## src/rtl/ime_sad_scan_ctrl_pkg.sv

```systemverilog
// Shared IME constants for the integer-motion-estimation full-search scheduler.
// The top-level parameters default to these values.
package ime_sad_scan_ctrl_pkg;

    localparam int IME_SR         = 16;
    localparam int IME_SAD_MB_LEN = 16;
    localparam int IME_LAT        = 3;
    localparam int IME_MV_W       = 6;

endpackage

```

## src/rtl/ime_sad_scan_ctrl_if.sv

```systemverilog
// Bundle between the IME scheduler, the reference fetch/PE array, and the SAD adder tree.
// The slave view belongs to the scheduler. The master view belongs to whoever drives it.
interface ime_sad_scan_ctrl_if
    import ime_sad_scan_ctrl_pkg::*;
#(
    parameter int SAD_W = IME_SAD_MB_LEN,
    parameter int MV_W  = IME_MV_W
);
    logic                    start_i;
    logic                    ref_ready_i;
    logic [SAD_W-1:0]        sad_i;
    logic                    ref_req_o;
    logic signed [MV_W-1:0]  ref_mvx_o;
    logic signed [MV_W-1:0]  ref_mvy_o;
    logic                    pe_enable_o;
    logic                    busy_o;
    logic                    done_o;
    logic [SAD_W-1:0]        best_sad_o;
    logic signed [MV_W-1:0]  best_mvx_o;
    logic signed [MV_W-1:0]  best_mvy_o;

    modport slave (
        input  start_i, ref_ready_i, sad_i,
        output ref_req_o, ref_mvx_o, ref_mvy_o, pe_enable_o,
               busy_o, done_o, best_sad_o, best_mvx_o, best_mvy_o
    );

    modport master (
        output start_i, ref_ready_i, sad_i,
        input  ref_req_o, ref_mvx_o, ref_mvy_o, pe_enable_o,
               busy_o, done_o, best_sad_o, best_mvx_o, best_mvy_o
    );
endinterface

```

## src/rtl/ime_sad_scan_tag_pipe.sv

```systemverilog
// This is the fixed-latency {valid, mvx, mvy} tag line that runs alongside the SAD pipeline.
// It never stalls, because the PEs behind it have no stall.
module ime_tag_pipe #(
    parameter int LAT  = 3,
    parameter int MV_W = 6
) (
    input  logic                   clk,
    input  logic                   rst,
    input  logic                   in_valid_i,
    input  logic signed [MV_W-1:0] in_mvx_i,
    input  logic signed [MV_W-1:0] in_mvy_i,
    output logic                   out_valid_o,
    output logic signed [MV_W-1:0] out_mvx_o,
    output logic signed [MV_W-1:0] out_mvy_o,
    output logic                   pending_o
);
    logic [LAT-1:0]         valid_q;
    logic signed [MV_W-1:0] mvx_q [LAT];
    logic signed [MV_W-1:0] mvy_q [LAT];

    always_ff @(posedge clk) begin
        if (rst) begin
            valid_q <= '0;
            for (int i = 0; i < LAT; i++) begin
                mvx_q[i] <= '0;
                mvy_q[i] <= '0;
            end
        end else begin
            valid_q[0] <= in_valid_i;
            mvx_q[0]   <= in_mvx_i;
            mvy_q[0]   <= in_mvy_i;
            for (int i = 1; i < LAT; i++) begin
                valid_q[i] <= valid_q[i-1];
                mvx_q[i]   <= mvx_q[i-1];
                mvy_q[i]   <= mvy_q[i-1];
            end
        end
    end

    // pending_o: the pipe will still hold a valid tag next cycle; the last stage is leaving now
    always_comb begin
        pending_o = in_valid_i;
        for (int i = 0; i < LAT - 1; i++) begin
            pending_o = pending_o | valid_q[i];
        end
    end

    assign out_valid_o = valid_q[LAT-1];
    assign out_mvx_o   = mvx_q[LAT-1];
    assign out_mvy_o   = mvy_q[LAT-1];

endmodule

```

## src/rtl/ime_sad_scan_ctrl.sv

```systemverilog
// Full-search IME scheduler. It raster-walks the +/-SR window, issues candidates to the SAD array,
// and keeps the minimum SAD and its MV.
//
// state    | meaning
// ---------+-----------------------------------------------------------
// ST_IDLE  | waiting for start_i; best_* hold the last result
// ST_SCAN  | ref_req_o high; one candidate issued per ref_ready_i cycle
// ST_DRAIN | all candidates issued; waiting for the tag pipe to empty
// ST_DONE  | single cycle; done_o high, best_* just loaded
module ime_sad_scan_ctrl
    import ime_sad_scan_ctrl_pkg::*;
#(
    parameter int SR    = IME_SR,
    parameter int LAT   = IME_LAT,
    parameter int SAD_W = IME_SAD_MB_LEN,
    parameter int MV_W  = IME_MV_W
) (
    input  logic                 clk,
    input  logic                 rst,
    ime_sad_scan_ctrl_if.slave   bus
);
    typedef enum logic [1:0] {
        ST_IDLE  = 2'd0,
        ST_SCAN  = 2'd1,
        ST_DRAIN = 2'd2,
        ST_DONE  = 2'd3
    } state_e;

    localparam logic signed [MV_W-1:0] MV_LO = MV_W'(-SR);
    localparam logic signed [MV_W-1:0] MV_HI = MV_W'(SR - 1);

    state_e                 state_q, state_d;
    logic signed [MV_W-1:0] mvx_q, mvx_d, mvy_q, mvy_d;
    logic [SAD_W-1:0]       run_sad_q, run_sad_d;
    logic signed [MV_W-1:0] run_mvx_q, run_mvx_d, run_mvy_q, run_mvy_d;
    logic [SAD_W-1:0]       best_sad_q, best_sad_d;
    logic signed [MV_W-1:0] best_mvx_q, best_mvx_d, best_mvy_q, best_mvy_d;

    logic                   issue;
    logic                   last_cand;
    logic                   tag_valid;
    logic signed [MV_W-1:0] tag_mvx, tag_mvy;
    logic                   pipe_pending;

    assign issue     = (state_q == ST_SCAN) && bus.ref_ready_i;
    assign last_cand = (mvx_q == MV_HI) && (mvy_q == MV_HI);

    ime_tag_pipe #(
        .LAT  (LAT),
        .MV_W (MV_W)
    ) u_tag_pipe (
        .clk         (clk),
        .rst         (rst),
        .in_valid_i  (issue),
        .in_mvx_i    (mvx_q),
        .in_mvy_i    (mvy_q),
        .out_valid_o (tag_valid),
        .out_mvx_o   (tag_mvx),
        .out_mvy_o   (tag_mvy),
        .pending_o   (pipe_pending)
    );

    always_ff @(posedge clk) begin
        if (rst) begin
            state_q    <= ST_IDLE;
            mvx_q      <= '0;
            mvy_q      <= '0;
            run_sad_q  <= '1;
            run_mvx_q  <= '0;
            run_mvy_q  <= '0;
            best_sad_q <= '1;
            best_mvx_q <= '0;
            best_mvy_q <= '0;
        end else begin
            state_q    <= state_d;
            mvx_q      <= mvx_d;
            mvy_q      <= mvy_d;
            run_sad_q  <= run_sad_d;
            run_mvx_q  <= run_mvx_d;
            run_mvy_q  <= run_mvy_d;
            best_sad_q <= best_sad_d;
            best_mvx_q <= best_mvx_d;
            best_mvy_q <= best_mvy_d;
        end
    end

    always_comb begin
        state_d    = state_q;
        mvx_d      = mvx_q;
        mvy_d      = mvy_q;
        run_sad_d  = run_sad_q;
        run_mvx_d  = run_mvx_q;
        run_mvy_d  = run_mvy_q;
        best_sad_d = best_sad_q;
        best_mvx_d = best_mvx_q;
        best_mvy_d = best_mvy_q;

        // Strict compare: on a tie, the earlier candidate in raster order stays
        if (tag_valid && (bus.sad_i < run_sad_q)) begin
            run_sad_d = bus.sad_i;
            run_mvx_d = tag_mvx;
            run_mvy_d = tag_mvy;
        end

        unique case (state_q)
            ST_IDLE: begin
                if (bus.start_i) begin
                    state_d   = ST_SCAN;
                    mvx_d     = MV_LO;
                    mvy_d     = MV_LO;
                    run_sad_d = '1;
                    run_mvx_d = MV_LO;
                    run_mvy_d = MV_LO;
                end
            end
            ST_SCAN: begin
                if (issue) begin
                    if (last_cand) begin
                        state_d = ST_DRAIN;
                    end else if (mvx_q == MV_HI) begin
                        mvx_d = MV_LO;
                        mvy_d = mvy_q + 1'b1;
                    end else begin
                        mvx_d = mvx_q + 1'b1;
                    end
                end
            end
            ST_DRAIN: begin
                // The final tag may be retiring this cycle, so best_* take the updated running values
                if (!pipe_pending) begin
                    state_d    = ST_DONE;
                    best_sad_d = run_sad_d;
                    best_mvx_d = run_mvx_d;
                    best_mvy_d = run_mvy_d;
                end
            end
            ST_DONE: begin
                state_d = ST_IDLE;
            end
            default: begin
                state_d = ST_IDLE;
            end
        endcase
    end

    assign bus.ref_req_o   = (state_q == ST_SCAN);
    assign bus.pe_enable_o = issue;
    assign bus.ref_mvx_o   = mvx_q;
    assign bus.ref_mvy_o   = mvy_q;
    assign bus.busy_o      = (state_q == ST_SCAN) || (state_q == ST_DRAIN);
    assign bus.done_o      = (state_q == ST_DONE);
    assign bus.best_sad_o  = best_sad_q;
    assign bus.best_mvx_o  = best_mvx_q;
    assign bus.best_mvy_o  = best_mvy_q;

endmodule

```

## src/flat_wrapper.sv

```systemverilog
// flat-port wrapper written by rule: the top's interface ports become plain ports
module ime_sad_scan_ctrl_flat import ime_sad_scan_ctrl_pkg::*;
#(
    parameter int SR    = IME_SR,
    parameter int LAT   = IME_LAT,
    parameter int SAD_W = IME_SAD_MB_LEN,
    parameter int MV_W  = IME_MV_W
)
  (clk, rst, bus_start_i, bus_ref_ready_i, bus_sad_i, bus_ref_req_o, bus_ref_mvx_o, bus_ref_mvy_o, bus_pe_enable_o, bus_busy_o, bus_done_o, bus_best_sad_o, bus_best_mvx_o, bus_best_mvy_o);
  ime_sad_scan_ctrl_if #(.SAD_W(SAD_W), .MV_W(MV_W)) bus_i ();
  input  logic clk;
  input  logic rst;
  input wire logic [$bits(bus_i.start_i)-1:0] bus_start_i;
  input wire logic [$bits(bus_i.ref_ready_i)-1:0] bus_ref_ready_i;
  input wire logic [$bits(bus_i.sad_i)-1:0] bus_sad_i;
  output wire logic [$bits(bus_i.ref_req_o)-1:0] bus_ref_req_o;
  output wire logic [$bits(bus_i.ref_mvx_o)-1:0] bus_ref_mvx_o;
  output wire logic [$bits(bus_i.ref_mvy_o)-1:0] bus_ref_mvy_o;
  output wire logic [$bits(bus_i.pe_enable_o)-1:0] bus_pe_enable_o;
  output wire logic [$bits(bus_i.busy_o)-1:0] bus_busy_o;
  output wire logic [$bits(bus_i.done_o)-1:0] bus_done_o;
  output wire logic [$bits(bus_i.best_sad_o)-1:0] bus_best_sad_o;
  output wire logic [$bits(bus_i.best_mvx_o)-1:0] bus_best_mvx_o;
  output wire logic [$bits(bus_i.best_mvy_o)-1:0] bus_best_mvy_o;
  assign bus_i.start_i = bus_start_i;
  assign bus_i.ref_ready_i = bus_ref_ready_i;
  assign bus_i.sad_i = bus_sad_i;
  assign bus_ref_req_o = bus_i.ref_req_o;
  assign bus_ref_mvx_o = bus_i.ref_mvx_o;
  assign bus_ref_mvy_o = bus_i.ref_mvy_o;
  assign bus_pe_enable_o = bus_i.pe_enable_o;
  assign bus_busy_o = bus_i.busy_o;
  assign bus_done_o = bus_i.done_o;
  assign bus_best_sad_o = bus_i.best_sad_o;
  assign bus_best_mvx_o = bus_i.best_mvx_o;
  assign bus_best_mvy_o = bus_i.best_mvy_o;
  ime_sad_scan_ctrl #(.SR(SR), .LAT(LAT), .SAD_W(SAD_W), .MV_W(MV_W)) u_core (.clk(clk), .rst(rst), .bus(bus_i));
endmodule
```

## config.mk

```make
export PLATFORM = sky130hd
export DESIGN_NAME = ime_sad_scan_ctrl_flat
export DESIGN_NICKNAME = d
export VERILOG_FILES = /design/src/rtl/ime_sad_scan_ctrl_pkg.sv /design/src/rtl/ime_sad_scan_ctrl_if.sv /design/src/rtl/ime_sad_scan_tag_pipe.sv /design/src/rtl/ime_sad_scan_ctrl.sv /design/src/flat_wrapper.sv
export SDC_FILE = /design/constraint.sdc
export NUM_CORES = 1
export LEC_CHECK = 0
export ABC_AREA = 1
export CAP_MARGIN = 20
export CELL_PAD_IN_SITES_DETAIL_PLACEMENT = 2
export CELL_PAD_IN_SITES_GLOBAL_PLACEMENT = 2
export CORE_MARGIN = 3
export CORE_UTILIZATION = 34
export DETAILED_ROUTE_END_ITERATION = 10
export GPL_ROUTABILITY_DRIVEN = 0
export GPL_TIMING_DRIVEN = 0
export PLACE_DENSITY_LB_ADDON = 0.1
export REMOVE_ABC_BUFFERS = 1
export SLEW_MARGIN = 20
export SYNTH_ARGS = -nofsm -noshare
export SYNTH_HDL_FRONTEND = slang
export SYNTH_SLANG_ARGS = --single-unit
```

## constraint.sdc

```tcl
create_clock -name clk -period 4.45 [get_ports clk]
set_clock_uncertainty 0.05 [all_clocks]
set_input_delay 0.89 -clock clk [delete_from_list [all_inputs] [get_ports clk]]
set_output_delay 0.89 -clock clk [all_outputs]
set_load 0.02 [all_outputs]
```

==> flow_summary.ini, run 1 <==
[cells_and_area]
drive_gt1_frac = 0.0678
fin_area_sq_um = 5690
multiInputGateArea_sq_um = 1930
fillers = 1502
nNetsFinal = 685
register_area_sq_um = 2180
area.growth.synth_to_final_pct = 24.0
diodes = 0

[detailed_routing]
route.detailed.drc = 0
ant_nets = 0
first_pass_iters = 4
vias = 4000
wl_per_cell_um = 15.8
drtIter0Drc = 160
vias_per_cell = 4.87
wl_um = 13000

[yosys]
synth_most_common_cell = nand2_1
netlist_area_sq_um = 4590
synth_common_cells = nand2_1, dfxtp_1, inv_1, nor2_1, nand3_1
avgSynthCellArea_sq_um = 7.75
synth-edff-count = 0
seq_area_frac_synth = 0.475
yosys_warnings = 0
async_flop_share = 0
synth_top_cell_by_area = dfxtp_1
ys_ff_latch = 109
synth.top_cell.area_share = 0.475
ys_types = 28
synth_cells = 592
ys.flop_type = dfxtp_1
synth.area.top_cells = dfxtp_1, nand2_1, inv_1

[sta]
final_hold_viol_count = 0
slew_violations = 0
setup_tns_ns = 0
finalCritPeriodShare = 0.789
tightest_slew_ns = 0.902
fmax_ghz = 0.285
min_period_ns = 3.51
setup_viol = 0
rsz0062_at_grt = no
maxSlewHeadroom = 0.398

[cts]
postCtsSetupBuffers = 0
numClockSinks = 109
clk_latency_ns = 0.36
clk_path_buf_depth = 2
htreeDepth = 3
cts_tree = done
ctsResizeCount = 0
root_buffer = clkbuf_16
cts_inserted_buffers = 9
hold_buffers = 0
path_clk_slew_ns = 0.07

[setup_path]
path_buf_inv = 2
worst_setup_path_end_kind = register
criticalPathCategory = in2reg
arrival_ns = 3.71
cpMostUsedCell = nand2_1
crit_fanout = 29
max_stage_delay_ns = 0.58
worstSetupStartpointType = input port
slowest_stage = nand2_2
required_ns = 4.65
cp_cell_sequence = clkdlybuf4s50_1 > ha_1 > a21oi_1 > nor2_1 > nor3_1 > nand2_1 > nand2_2 > nand2_2 > nand2_1 > nand3_1 > nand2_1 > inv_1
critical_path.top_delay_family = simple AND/OR/NAND/NOR gates

[power]
seq_power_share = 0.385
p_int_mw = 2.12
switching_share = 0.333
p_per_area_nw_per_um2 = 560
switchingPower_mw = 1.06
p_clk_frac = 0.292
vdd_drop_max_mv = 0.274
combinationalPowerShare = 0.323
power_mw = 3.19
p_leak_nw = 2.54

[placement]
dpl_cell_area_sq_um = 5350
io_buffers = 63
hpwl_um = 8730

[floorplanning]
die_h_um = 122
ios = 64
fp.dieW_um = 122
coreArea_sq_um = 12900
die_area_sq_um = 14900
row_count = 41
initial_core_util = 0.355

[global_routing]
grt_pass1_wl_um = 21600
grt.overflow.total = 0
antenna_found_initial = 0
grt_pass1_vias = 4466
grt_max_degree = 64
track_usage = 0.187

[worst_hold_path]
min_path_type = reg2reg

[flow_run]
cap_violations = 0

[run_status]
outcome = finished, final reports clean
==> worst paths after layout <==
path	start	end	slack, ns	cells after the start
max reg2reg	u_core.run_sad_q[5]	u_core.run_mvx_q[5]	1.57	12
min reg2reg	u_core.u_tag_pipe.mvy_q[0][9]	u_core.u_tag_pipe.mvy_q[0][15]	0.35	2
min	u_core.u_tag_pipe.mvy_q[0][9]	u_core.u_tag_pipe.mvy_q[0][15]	0.35	2
max	bus_sad_i[5]	u_core.run_mvx_q[5]	0.94	12
==> flip-flops by register name, summed over array words and instances (netlist names), 16 cells and up <==
register                 flops
u_core.bus.best_sad_o       16
u_core.run_sad_q            16
u_core.u_tag_pipe.mvx_q     18
u_core.u_tag_pipe.mvy_q     18
==> worst reg2reg max path: stages (launching register included) <==
cell     delay, ns
dfxtp_1       0.32
inv_1         0.05
ha_1          0.28
a21oi_1       0.15
nor2_1        0.06
nor3_1        0.15
nand2_1       0.11
nand2_2       0.53
nand2_2       0.59
nand2_1       0.24
nand3_1       0.10
nand2_1       0.08
inv_1         0.05
==> cell usage in the layout, fill, tap and decap left out, drive strengths merged, types with 3 or more instances in the layout <==
master,netlist,routed
clkdlybuf4s50,0,62
ha,21,21
nand3,58,58
clkbuf,6,12
nor3,3,3
buf,18,3
nor2,59,59
a21oi,38,38
inv,91,91
xor2,3,3
nand2,144,144
o21a,12,12
o21ai,12,12
nand3b,15,15
dfxtp,109,109
bufinv,0,3
==> stage by stage <==
stage,instances,setup WS [ns],hold WS (ns),util
after floorplan,568,1.40,0.338,-
final,821,0.940,0.355,0.440
after CTS,821,0.881,0.359,0.440
after detailed placement,805,0.515,0.349,0.414
after global routing,821,0.622,0.376,0.440
after global placement,803,-0.941,0.339,0.409
==> cell type report <==
type,count,share of cell area
Sequential cell,109,0.383
Timing Repair Buffer,65,0.120
Clock buffer,12,0.0433
Multi-Input combinational cell,368,0.339
Tap cell,172,0.0378
Inverter,91,0.0600
Clock inverter,4,0.0167
==> power by group through the flow <==
stage	registers, mW	clock network (mW)	logic (mW)
after CTS	1.23	0.959	1.05
after floorplan	1.37	0	0.447
after detailed placement	1.25	0	1.04
after global placement	1.24	0	0.981
final	1.23	0.929	1.03
after global routing	1.25	1.00	1.14
==> kinds of logic after synthesis <==
logic type / count (synthesis) / share of synthesized area
AOI/OAI and AO/OA: 63 / 0.0772
xor gates and xnor gates: 3 / 0.00573
adders and majority gates: 21 / 0.0573
buffers and inverters: 115 / 0.107
DFF: 109 / 0.475
and+or+nand+nor: 281 / 0.277
==> layer usage <==
metal | share of wire | vias up | track usage
met5 | 0 | - | 0
met4 | 0.021 | 0 | 0.0826
met3 | 0.025 | 19 | 0.0279
met2 | 0.53 | 62 | 0.357
met1 | 0.42 | 1972 | 0.201
li1 | - | 1947 | -
(Power assumes the default switching activity.)
==> inputs of run 2 (changes only) <==
--- a/config.mk
+++ b/config.mk
@@ -10,7 +10,7 @@
 export CELL_PAD_IN_SITES_DETAIL_PLACEMENT = 2
 export CELL_PAD_IN_SITES_GLOBAL_PLACEMENT = 2
 export CORE_MARGIN = 3
-export CORE_UTILIZATION = 34
+export CORE_UTILIZATION = 28
 export DETAILED_ROUTE_END_ITERATION = 10
 export GPL_ROUTABILITY_DRIVEN = 0
 export GPL_TIMING_DRIVEN = 0
==> constraint.sdc (replaced) <==
create_clock -name clk -period 2.8 [get_ports clk]
set_clock_uncertainty 0.05 [all_clocks]
set_input_delay 0.56 -clock clk [delete_from_list [all_inputs] [get_ports clk]]
set_output_delay 0.56 -clock clk [all_outputs]
set_load 0.02 [all_outputs]
==> run 2 against run 1 <==
Compared with the run above: power rose by 51%; sequential cell count did not move; register-to-register slack got worse by 1.3 ns; wire length rose by 0.77%; setup slack got worse by 0.74 ns; utilization fell by 7.8 points; via count fell by 0.53%; cell count rose by 6.0%; global-route usage fell by 3.9 points; die area rose by 20%; non-clock buffer count rose by 3; critical path type is now reg2out; critical endpoint is now bus_pe_enable_o; highest routed layer unchanged.
==> flow_summary.ini, run 2 (same netlist as run 1, synthesis figures left out) <==
[run_status]
outcome = finished, final reports clean

[cells_and_area]
area.growth.synth_to_final_pct = 25.8
fin_area_sq_um = 5780
diodes = 0
final_cells = 870
layout_common_cells = nand2_1, dfxtp_1, inv_1
final_util = 0.362
fillers = 1819
top_regs = u_core.u_tag_pipe.mvx_q x18, u_core.u_tag_pipe.mvy_q x18
final_common_cell = nand2_1
drive_gt1_frac = 0.0765
nNetsFinal = 690

[placement]
pre_cts_ws_ns = -0.942
dpl_cell_area_sq_um = 5450
dp.cells = 851
io_buffers = 63
hpwl_um = 8590

[detailed_routing]
highest_layer = met4
met3_length_um = 358
first_pass_iters = 4
wl_met2_um = 6390
met1_length_um = 6120
vias_per_cell = 4.57
route.detailed.drc = 0
wl_per_cell_um = 15.0
drtIter0Drc = 136
wl_um = 13100
ant_nets = 0
vias = 3979

[sta]
slew_violations = 0
setup_tns_ns = 0
layout_setup_ws_ns = 0.200
finalCritPeriodShare = 0.928
setup_viol = 0
min_period_ns = 2.60
fmax_ghz = 0.385
final_hold_viol_count = 0
rsz0062_at_grt = no
tightest_slew_ns = 0.929
maxSlewHeadroom = 0.380
hold_slack_ns = 0.349

[global_routing]
antenna_found_initial = 0
grt_pass1_vias = 4441
grt_max_degree = 64
grt.overflow.total = 0
grt_pass1_wl_um = 21300
track_usage = 0.148

[setup_path]
worstSetupStartpointType = register
r2r-end = u_core.bus.best_sad_o[6]
r2r_start = u_core.state_q[1]
worst_setup_path_end_kind = output pin
rrSetupSlack_ns = 0.26
arrival_ns = 1.99
r2r_cells = 8
criticalPathCategory = reg2out
required_ns = 2.19
crit_fanout = 11

[cts]
htreeDepth = 3
cts_inserted_buffers = 9
path_clk_slew_ns = 0.07
numClockSinks = 109
clk_latency_ns = 0.35
root_buffer = clkbuf_16
cts_tree = done
clk_path_buf_depth = 2

[power]
power_mw = 4.82
p_per_area_nw_per_um2 = 834
vdd_drop_max_mv = 0.334
p_leak_nw = 2.55

[floorplanning]
coreArea_sq_um = 15900
die_area_sq_um = 18000
die_h_um = 134
fp.dieW_um = 134
initial_core_util = 0.288
ios = 64
row_count = 46

[worst_hold_path]
min_from = u_core.u_tag_pipe.mvy_q[0][10]
min_to = u_core.u_tag_pipe.mvy_q[0][16]
min_path_type = reg2reg
hold_depth = 2

[flow_run]
cap_violations = 0
==> run 2: layout make-up <==
cell class              instances  area, sq um  share of cell area
clock buffers                  13          250              0.0433
flip-flops and latches        109         2180               0.378
well taps                     216          270              0.0468
repair buffers                 68          733               0.127
clock inverters                 3         21.3             0.00368
multi-input cells             370         1980               0.342
inverters                      91          342              0.0591
==> run 2: report_power, final <==
part	switching, mW	total [mW]	internal, mW	leakage [nW]
sequential	0.147	1.95	1.80	0.886
combinational	0.971	1.66	0.691	1.53
clock	0.582	1.21	0.631	0.130
==> run 2: worst max-delay path by stage <==
| stage | startpoint | cells after the start | slack (ns) | to |
|---|---|---|---|---|
| 3_5_place_dp | bus_sad_i[5] | 12 | -0.94 | u_core.bus.best_mvx_o[5] |
| 2_1_floorplan | bus_sad_i[15] | 11 | 0.08 | u_core.bus.best_mvx_o[0] |
| 6_report | u_core.state_q[1] | 5 | 0.20 | bus_pe_enable_o |
| 5_1_grt | bus_sad_i[5] | 12 | 0.01 | u_core.run_mvx_q[5] |
| 4_1_cts | bus_sad_i[5] | 12 | 0.09 | u_core.bus.best_mvx_o[5] |
| 3_3_place_gp | rst | 4 | -2.42 | u_core.run_mvx_q[3] |
==> run 2: worst max-delay path: stages (launching register included) <==
cell,delay (ns)
dfxtp_1,0.33
inv_1,0.11
ha_2,0.39
nand2_2,0.13
inv_1,0.08
clkdlybuf4s50_1,0.60
==> run 2: timing repair <==
action | CTS | global route
hold buffers | 0 | 0
endpoints found under the setup margin | 57 | 31
gates cloned | 0 | 2
pin swaps | 1 | 1
gates resized for setup | 4 | 2
setup buffers | 1 | 0
==> run 2: layer usage <==
| metal | vias up | track usage |
|---|---|---|
| met2 | 58 | 0.271 |
| met5 | - | 0 |
| li1 | 1960 | - |
| met3 | 13 | 0.0308 |
| met4 | 0 | 0.0441 |
| met1 | 1948 | 0.174 |
==> inputs of run 3 (changes only) <==
--- a/config.mk
+++ b/config.mk
@@ -14,7 +14,7 @@
 export DETAILED_ROUTE_END_ITERATION = 10
 export GPL_ROUTABILITY_DRIVEN = 0
 export GPL_TIMING_DRIVEN = 0
-export PLACE_DENSITY_LB_ADDON = 0.1
+export PLACE_DENSITY = 0.72
 export REMOVE_ABC_BUFFERS = 1
 export SLEW_MARGIN = 20
 export SYNTH_ARGS = -nofsm -noshare
==> run 3 against run 2 <==
Compared with the run above: non-clock buffer count fell by 2; power up 4.2%; fmax down 0.29%; hold slack better by 0.0051 ns; via count rose by 0.50%; sequential cell count stayed put; final area decreased by 0.13%; count of clock-buffer cells in the layout decreased by 2; global-route usage is 0.46 points higher; critical path depth unchanged; critical endpoint unchanged.
==> flow_summary.ini, run 3 (same netlist as run 1, synthesis figures left out) <==
[run_status]
outcome = finished, final reports clean

[setup_path]
worst_setup_path_end_kind = output pin
arrival_ns = 2.00
max_stage_delay_ns = 0.60
criticalPathCategory = reg2out
worstSetupStartpointType = register
r2r_start = u_core.state_q[0]
cp_cell_sequence = inv_1 > ha_2 > nand2_2 > inv_1 > clkdlybuf4s50_1
required_ns = 2.19
crit_fanout = 11
slowest_stage = clkdlybuf4s50_1
rrSetupSlack_ns = 0.32
r2r_cells = 7
r2r-end = u_core.run_mvy_q[0]
cpMostUsedCell = inv_1

[cts]
cts_tree = done
root_buffer = clkbuf_16
clk_path_buf_depth = 2
htreeDepth = 3
path_clk_slew_ns = 0.07
clk_latency_ns = 0.36
numClockSinks = 109
cts_inserted_buffers = 9

[cells_and_area]
top_regs = u_core.u_tag_pipe.mvx_q x18, u_core.u_tag_pipe.mvy_q x18
final_common_cell = nand2_1
final_cells = 866
fillers = 1812
area.growth.synth_to_final_pct = 25.7
diodes = 0
multiInputGateArea_sq_um = 1960
layout_common_cells = nand2_1, dfxtp_1, inv_1
drive_gt1_frac = 0.0723
register_area_sq_um = 2180
fin_area_sq_um = 5770
nNetsFinal = 686
final_util = 0.362

[sta]
rsz0062_at_grt = no
tightest_slew_ns = 0.924
slew_violations = 0
final_hold_viol_count = 0
fmax_ghz = 0.384
hold_slack_ns = 0.355
setup_viol = 0
maxSlewHeadroom = 0.383
min_period_ns = 2.61
finalCritPeriodShare = 0.931

[detailed_routing]
route.detailed.drc = 0
ant_nets = 0
wl_per_cell_um = 15.0
first_pass_iters = 4
wl_um = 13000
vias = 3999
vias_per_cell = 4.62
drtIter0Drc = 114

[power]
p_per_area_nw_per_um2 = 871
p_int_mw = 3.29
p_clk_frac = 0.284
vdd_drop_max_mv = 0.350
seq_power_share = 0.388
p_leak_nw = 2.53
combinationalPowerShare = 0.328
switching_share = 0.344
switchingPower_mw = 1.73
power_mw = 5.02

[floorplanning]
fp.dieW_um = 134
row_count = 46
coreArea_sq_um = 15900
die_area_sq_um = 18000
die_h_um = 134
initial_core_util = 0.288
ios = 64

[placement]
dpl_cell_area_sq_um = 5400
dp.cells = 849
hpwl_um = 8850
io_buffers = 63

[global_routing]
grt_max_degree = 64
track_usage = 0.153
grt_pass1_wl_um = 21800
grt_pass1_vias = 4388
grt.overflow.total = 0
antenna_found_initial = 0

[worst_hold_path]
min_path_type = reg2reg
min_from = u_core.u_tag_pipe.mvx_q[0][10]
hold_depth = 2
min_to = u_core.u_tag_pipe.mvx_q[0][16]

[flow_run]
cap_violations = 0
run 3: area by class of cell:
type,instances,share of cell area
clock buffers,11,0.0421
clock inverters,5,0.0145
inverters,91,0.0592
multi-input cells,368,0.339
flip-flops and latches,109,0.378
well taps,216,0.0469
repair buffers,66,0.120
run 3: stage by stage:
stage / setup WS (ns) / setup TNS (ns)
final: 0.193 / 0
after global routing: 0.0211 / 0
after CTS: 0.0681 / 0
after detailed placement: -0.849 / -40.30
after global placement: -2.27 / -138.37
after floorplan: 0.0786 / 0
run 3: power by group through the flow:
stage          registers (mW)  logic [mW]  clock network [mW]
3_3_place_gp             1.98        1.57                   0
6_report                 1.95        1.65                1.42
3_5_place_dp             1.99        1.67                   0
2_1_floorplan            2.18       0.711                   0
4_1_cts                  1.96        1.69                1.48
5_1_grt                  1.99        1.83                1.53
run 3: worst max-delay path by stage:
stage	from	to	slack, ns
global placement	rst	u_core.run_mvx_q[0]	-2.27
global route	u_core.state_q[0]	u_core.run_mvx_q[0]	0.02
floorplan	bus_sad_i[15]	u_core.bus.best_mvx_o[0]	0.08
finish	u_core.state_q[1]	bus_pe_enable_o	0.19
CTS	bus_sad_i[5]	u_core.bus.best_mvx_o[5]	0.07
detailed placement	bus_sad_i[5]	u_core.bus.best_mvx_o[5]	-0.85
run 3: per-layer routing:
metal  wire [um]  GRT usage
met3         373     0.0255
met2        6530      0.273
met5           0          0
met1        5800      0.180
met4         269     0.0679
run 3: critical path: cells and delay by family, from the launching register on:
kind / cells / cell delay (ns)
buffers and inverters: 3 / 0.78
and+or+nand+nor: 1 / 0.14
DFF: 1 / 0.34
adders and majority gates: 1 / 0.39
run 3: repair_timing:
item / CTS / global route
endpoints found under the setup margin: 57 / 47
resized for setup: 3 / 2
hold buffers: 0 / 0
pin swaps: 1 / 0
buffers inserted: 1 / 0
==> edit 1 (config.mk and constraints of run 3) <==
Encoding of `state_e`: now Gray code (2 bits for 4 states).
--- a/src/rtl/ime_sad_scan_ctrl.sv
+++ b/src/rtl/ime_sad_scan_ctrl.sv
@@ -20,10 +20,10 @@
     ime_sad_scan_ctrl_if.slave   bus
 );
     typedef enum logic [1:0] {
-        ST_IDLE  = 2'd0,
-        ST_SCAN  = 2'd1,
-        ST_DRAIN = 2'd2,
-        ST_DONE  = 2'd3
+        ST_IDLE  = 2'b00,
+        ST_SCAN  = 2'b01,
+        ST_DRAIN = 2'b11,
+        ST_DONE  = 2'b10
     } state_e;
 
     localparam logic signed [MV_W-1:0] MV_LO = MV_W'(-SR);
Check against the original RTL: no difference found for any inputs over 10 cycles, from zero or initial values and one cycle with rst high; not proved beyond that.
==> edit 1 against run 3 <==
Utilization grew 0.22 points; synthesized area down 1.9%; first-iteration DRC count increased by 17%; die area is 1.8% lower; global-route usage decreased by 0.48 points; sequential cell count is the same; wire length down 4.9%; worst hold slack gained 0.0018 ns; design area fell by 2.3%; worst setup slack gained 0.047 ns; highest routed layer unchanged.
Power is not compared: it rests on default switching activity, and its combinational part moved more than twofold at a synthesized area within 25%.
==> edit 1: results (changes against run 3) <==
----------------------------------------------------
[Placed design]
  Placed Cells ... 843 (was 849)
  Placed wire-length estimate after detailed placement ... 8.61 mm (was 8.85 mm)
  Placed cell area ... 5320 um^2 (was 5400 um^2)

[Drt]
  Detailed-routing wirelength on met1 ... 5.61 mm (was 5.80 mm)
  Detail Route met3 WL ... 352 um (was 373 um)
  Count of routing violations after the opening detailed-route iteration ... 133 (was 114)
  Total via count after detailed routing ... 3,883 (was 3,999)
  Routed met2 length ... 6.24 mm (was 6.53 mm)
  Routed wire per std cell ... 14.3 um (was 15.0 um)

[STA]
  Worst max-slew margin expressed relative to the limit ... 0.350 (was 0.383)

[Final layout]
  Fillcell total ... 1,756 (was 1,812)
  Cell Count, Final, Fillers Out ... 861 (was 866)
  Total number of nets in the final design ... 682 (was 686)

[Status]
  Outcome ... finished clean (unchanged)

[GRT]
  Tot GR Track Use ... 0.148 (was 0.153)
  Largest net degree at the start of global routing ... 46 (was 64)
  Met2 track utilization from global routing ... 0.266 (was 0.273)
  Number of global-route vias before repair ... 4,312 (was 4,388)
  Global Route met3 Usage ... 0.0365 (was 0.0255)
  Wire length of the first global-routing pass ... 21.3 mm (was 21.8 mm)
  Met1 usage in global routing ... 0.176 (was 0.180)

[Setup path]
  Arrival time at the worst endpoint ... 2.76 ns (was 2.00 ns)
  Maximum fanout along the worst path ... 29 (was 11)

[Synthesis]
  Proportion of synthesized chip area in sequential cells ... 0.485 (was 0.475)
  Top cells by instance count after synthesis ... 131 x sky130_fd_sc_hd__nand2_1, 109 x sky130_fd_sc_hd__dfxtp_1, 82 x sky130_fd_sc_hd__inv_1 (was 136 x sky130_fd_sc_hd__nand2_1, 109 x sky130_fd_sc_hd__dfxtp_1, 86 x sky130_fd_sc_hd__inv_1)
  Number of library cell types mapped by synthesis ... 27 (was 28)
  Post-Synthesis Cells ... 589 (was 592)
  Top area cells in the synthesized netlist ... sky130_fd_sc_hd__dfxtp_1 48%, sky130_fd_sc_hd__nand2_1 11%, sky130_fd_sc_hd__inv_1 6.8% (was sky130_fd_sc_hd__dfxtp_1 48%, sky130_fd_sc_hd__nand2_1 11%, sky130_fd_sc_hd__inv_1 7.0%)

[Power]
  P_leak ... 0.00246 uW

----------------------------------------------------
[edit 1: cell types whose count changed after synthesis, moves of 3 or more]
| cell | before | now |
|---|---|---|
| sky130_fd_sc_hd__nor2_1 | 54 | 72 |
| sky130_fd_sc_hd__o21a_1 | 12 | 0 |
| sky130_fd_sc_hd__nand2_1 | 136 | 131 |
| sky130_fd_sc_hd__buf_2 | 7 | 3 |
| sky130_fd_sc_hd__ha_1 | 21 | 17 |
| sky130_fd_sc_hd__inv_1 | 86 | 82 |
| sky130_fd_sc_hd__clkbuf_1 | 6 | 9 |
| sky130_fd_sc_hd__o21ai_0 | 5 | 8 |
| sky130_fd_sc_hd__o21ai_1 | 5 | 8 |
[edit 1: worst max-delay path: stages]
cell and delay [ns]:
sky130_fd_sc_hd__clkdlybuf4s50_1 0.43, sky130_fd_sc_hd__ha_1 0.32, sky130_fd_sc_hd__a21oi_1 0.14, sky130_fd_sc_hd__nor2_1 0.05
sky130_fd_sc_hd__nor3_1 0.14, sky130_fd_sc_hd__nand2_1 0.11, sky130_fd_sc_hd__nand2_4 0.35, sky130_fd_sc_hd__nand2_8 0.25
sky130_fd_sc_hd__nand2_1 0.16, sky130_fd_sc_hd__nand3_1 0.10, sky130_fd_sc_hd__nand2_1 0.10, sky130_fd_sc_hd__inv_1 0.04
[edit 1: final timing paths]
kind / start / end / slack [ns] / cells past startpoint
hold / removal: u_core.u_tag_pipe.mvy_q[0][0] / u_core.u_tag_pipe.mvy_q[0][6] / 0.36 / 2
setup reg to reg: u_core.run_sad_q[5] / u_core.bus.best_mvx_o[0] / 0.55 / 12
hold reg to reg: u_core.u_tag_pipe.mvy_q[0][0] / u_core.u_tag_pipe.mvy_q[0][6] / 0.36 / 2
setup / recovery: bus_sad_i[5] / u_core.bus.best_mvx_o[0] / 0.24 / 12
[edit 1: power breakdown]
part | internal [uW] | switching (uW) | total [uW] | leakage, uW
Sequential | 1570 | 14.7 | 1590 | 0.000883
Combinational | 79.3 | 124 | 203 | 0.00144
Clock | 640 | 606 | 1250 | 0.000134
Total | 2290 | 745 | 3040 | 0.00246
[edit 1: cell type report]
cell class	instances	area (um^2)	area share
Tap cell	211	264	0.0468
Clock buffer	11	243	0.0431
Sequential cell	109	2180	0.387
Inverter	91	345	0.0613
Timing Repair Buffer	68	718	0.127
Clock inverter	5	43.8	0.00777
Multi-Input combinational cell	366	1840	0.327
[edit 1: logic make-up (layout without fill, tap and decap cells)]
logic type                 Yosys count  count (layout)
xor gates and xnor gates             1               1
AOI/OAI and AO/OA                   54              54
adders and majority gates           17              17
buffers and inverters              114             175
DFF                                109             109
and+or+nand+nor                    294             294
[edit 1: repair_timing]
item	in CTS	in global routing
buffers inserted	0	2
pin swaps	0	1
setup endpoints to repair	56	56
gates resized for setup	2	1
gates cloned	0	0
==> edit 2 (flow settings as in run 3) <==
Made on the original files. Change the package constant `IME_LAT` from 3 to 6.
--- a/src/rtl/ime_sad_scan_ctrl_pkg.sv
+++ b/src/rtl/ime_sad_scan_ctrl_pkg.sv
@@ -4,7 +4,7 @@
 
     localparam int IME_SR         = 16;
     localparam int IME_SAD_MB_LEN = 16;
-    localparam int IME_LAT        = 3;
+    localparam int IME_LAT        = 6;
     localparam int IME_MV_W       = 6;
 
 endpackage
Behaviour: no difference found for any inputs over 10 cycles, from zero or initial values and one cycle with rst high; that may be too few to reach the edited logic, so the function may still have changed.
==> edit 2 against run 3 <==
Worst setup slack worse by 0.042 ns; wire length up 18%; synthesized area up 24%; design area up 26%; sequential cell count up 39; critical path depth unchanged; power up 32%; sequential share of layout area up 3.0 points; die area up 23%; synthesized cell count up 23%; clock power up 65%; critical path type unchanged; largest power group unchanged.
==> edit 2: results (changes against run 3) <==
----------------------------------------------------
[Status]
  Outcome ... finished clean (unchanged)

[Min path]
  Min-Delay Endpoint ... u_core.u_tag_pipe.mvy_q[5][3] (was u_core.u_tag_pipe.mvx_q[0][16])
  Worst hold start ... u_core.u_tag_pipe.mvy_q[4][3] (was u_core.u_tag_pipe.mvx_q[0][10])

[Power]
  Max VDD drop ... 0.446 mV (was 0.350 mV)
  P_leak ... 0.00311 uW (was 0.00253 uW)

[Setup path]
  Endpoint of the lowest-slack register-to-register path ... u_core.bus.best_sad_o[6] (was u_core.run_mvy_q[0])
  Reg2reg setup slack ... 0.25 ns (was 0.32 ns)
  Reg2Reg Depth ... 9 (was 7)
  Worst reg2reg startpoint ... u_core.state_q[1] (was u_core.state_q[0])

[Drt]
  Count of routing violations after the opening detailed-route iteration ... 111 (was 114)
  Vias per cell ... 4.41 (was 4.62)
  Total routed wirelength ... 15.3 mm (was 13.0 mm)

[Final layout]
  Fillcell total ... 2,225 (was 1,812)
  Total number of nets in the final design ... 828 (was 686)
  Fraction of final layout cells with drive strength greater than 1 ... 0.0838 (was 0.0723)
  Top Registers ... u_core.u_tag_pipe.mvx_q: 36 flops, u_core.u_tag_pipe.mvy_q: 36 flops (was u_core.u_tag_pipe.mvx_q: 18 flops, u_core.u_tag_pipe.mvy_q: 18 flops)
  Cell Count, Final, Fillers Out ... 1,065 (was 866)

[Clock network]
  Clock latency at the later pin of the worst-skew pair ... 0.42 ns (was 0.36 ns)
  Number of clock buffers inserted by TritonCTS ... 17 (was 9)

[GRT]
  Wire length of the first global-routing pass ... 25.6 mm (was 21.8 mm)
  Number of global-route vias before repair ... 5,192 (was 4,388)
  Largest net degree at the start of global routing ... 96 (was 64)
  Tot GR Track Use ... 0.147 (was 0.153)

[Synthesis]
  Proportion of synthesized chip area in sequential cells ... 0.520 (was 0.475)
  Top cells by instance count after synthesis ... 148 x sky130_fd_sc_hd__dfxtp_1, 139 x sky130_fd_sc_hd__nand2_1, 126 x sky130_fd_sc_hd__inv_1 (was 136 x sky130_fd_sc_hd__nand2_1, 109 x sky130_fd_sc_hd__dfxtp_1, 86 x sky130_fd_sc_hd__inv_1)
  Share of the synthesized area in the top cell type ... 0.520 (was 0.475)

----------------------------------------------------
[edit 2: cell families (layout without fill, tap and decap cells)]
family	count (synthesis)	in the layout	share of synthesized area
adder cells (fa/ha/maj)	21	21	0.0461
AO/OA/AOI/OAI	50	50	0.0512
AND/OR/NAND/NOR	344	345	0.263
flip-flops	148	148	0.520
buffers and inverters	163	233	0.115
XOR/XNOR	3	3	0.00461
[edit 2: worst max path at each step]
stage                                     endpoint  slack, ns  cells past startpoint
after floorplan           u_core.bus.best_mvx_o[0]       0.12                     11
after global placement         u_core.run_mvx_q[2]      -4.10                      4
after detailed placement  u_core.bus.best_mvy_o[3]      -0.97                     12
after CTS                 u_core.bus.best_mvy_o[3]      0.007                     12
after global routing               bus_pe_enable_o      0.008                      5
final                              bus_pe_enable_o       0.15                      5
[edit 2: area by class of cell]
| type | count | area [um^2] | area share |
|---|---|---|---|
| flip-flops and latches | 148 | 2960 | 0.408 |
| well taps | 265 | 332 | 0.0457 |
| inverters | 134 | 510 | 0.0703 |
| multi-input cells | 419 | 2130 | 0.294 |
| clock inverters | 11 | 150 | 0.0207 |
| repair buffers | 67 | 709 | 0.0977 |
| clock buffers | 21 | 460 | 0.0634 |
[edit 2: metal layers]
layer | global-route usage | share of wire | vias up
met4 | 0.0448 | 0.012 | 0
met1 | 0.170 | 0.44 | 2281
li1 | - | - | 2327
met5 | 0 | 0 | -
met3 | 0.0363 | 0.035 | 14
met2 | 0.267 | 0.51 | 72
[edit 2: power groups by stage]
stage                     clock [uW]  sequential [uW]  combinational [uW]
final                           2340             2470                1820
after global routing            2520             2500                2010
after floorplan                    0             2680                 860
after CTS                       2410             2470                1860
after detailed placement           0             2520                1840
after global placement             0             2500                1710
[edit 2: critical path, stage by stage, from the launching register on]
cell and delay, ns:
sky130_fd_sc_hd__dfxtp_1 0.33, sky130_fd_sc_hd__inv_1 0.10, sky130_fd_sc_hd__ha_2 0.34, sky130_fd_sc_hd__nand2_1 0.18, sky130_fd_sc_hd__inv_1 0.08, sky130_fd_sc_hd__clkdlybuf4s50_1 0.59
[edit 2: stage by stage]
step           area, um^2  setup WS (ns)  hold WS [ns]   util  power, uW
6_report             7260          0.151         0.355  0.368       6630
5_1_grt              7260        0.00759         0.373  0.368       7030
4_1_cts              7240        0.00718         0.357  0.367       6740
3_5_place_dp         6600         -0.974         0.347  0.335       4360
3_3_place_gp         6510          -4.10         0.339  0.330       4210
2_1_floorplan        5550          0.122         0.338      -       3540
[edit 2: repair_timing]
item	4_1_cts	5_1_grt
gates resized for setup	3	3
gates cloned	1	0
endpoints found under the setup margin	57	50
pin swaps	1	0
buffers inserted	1	0
hold endpoints to repair	0	0
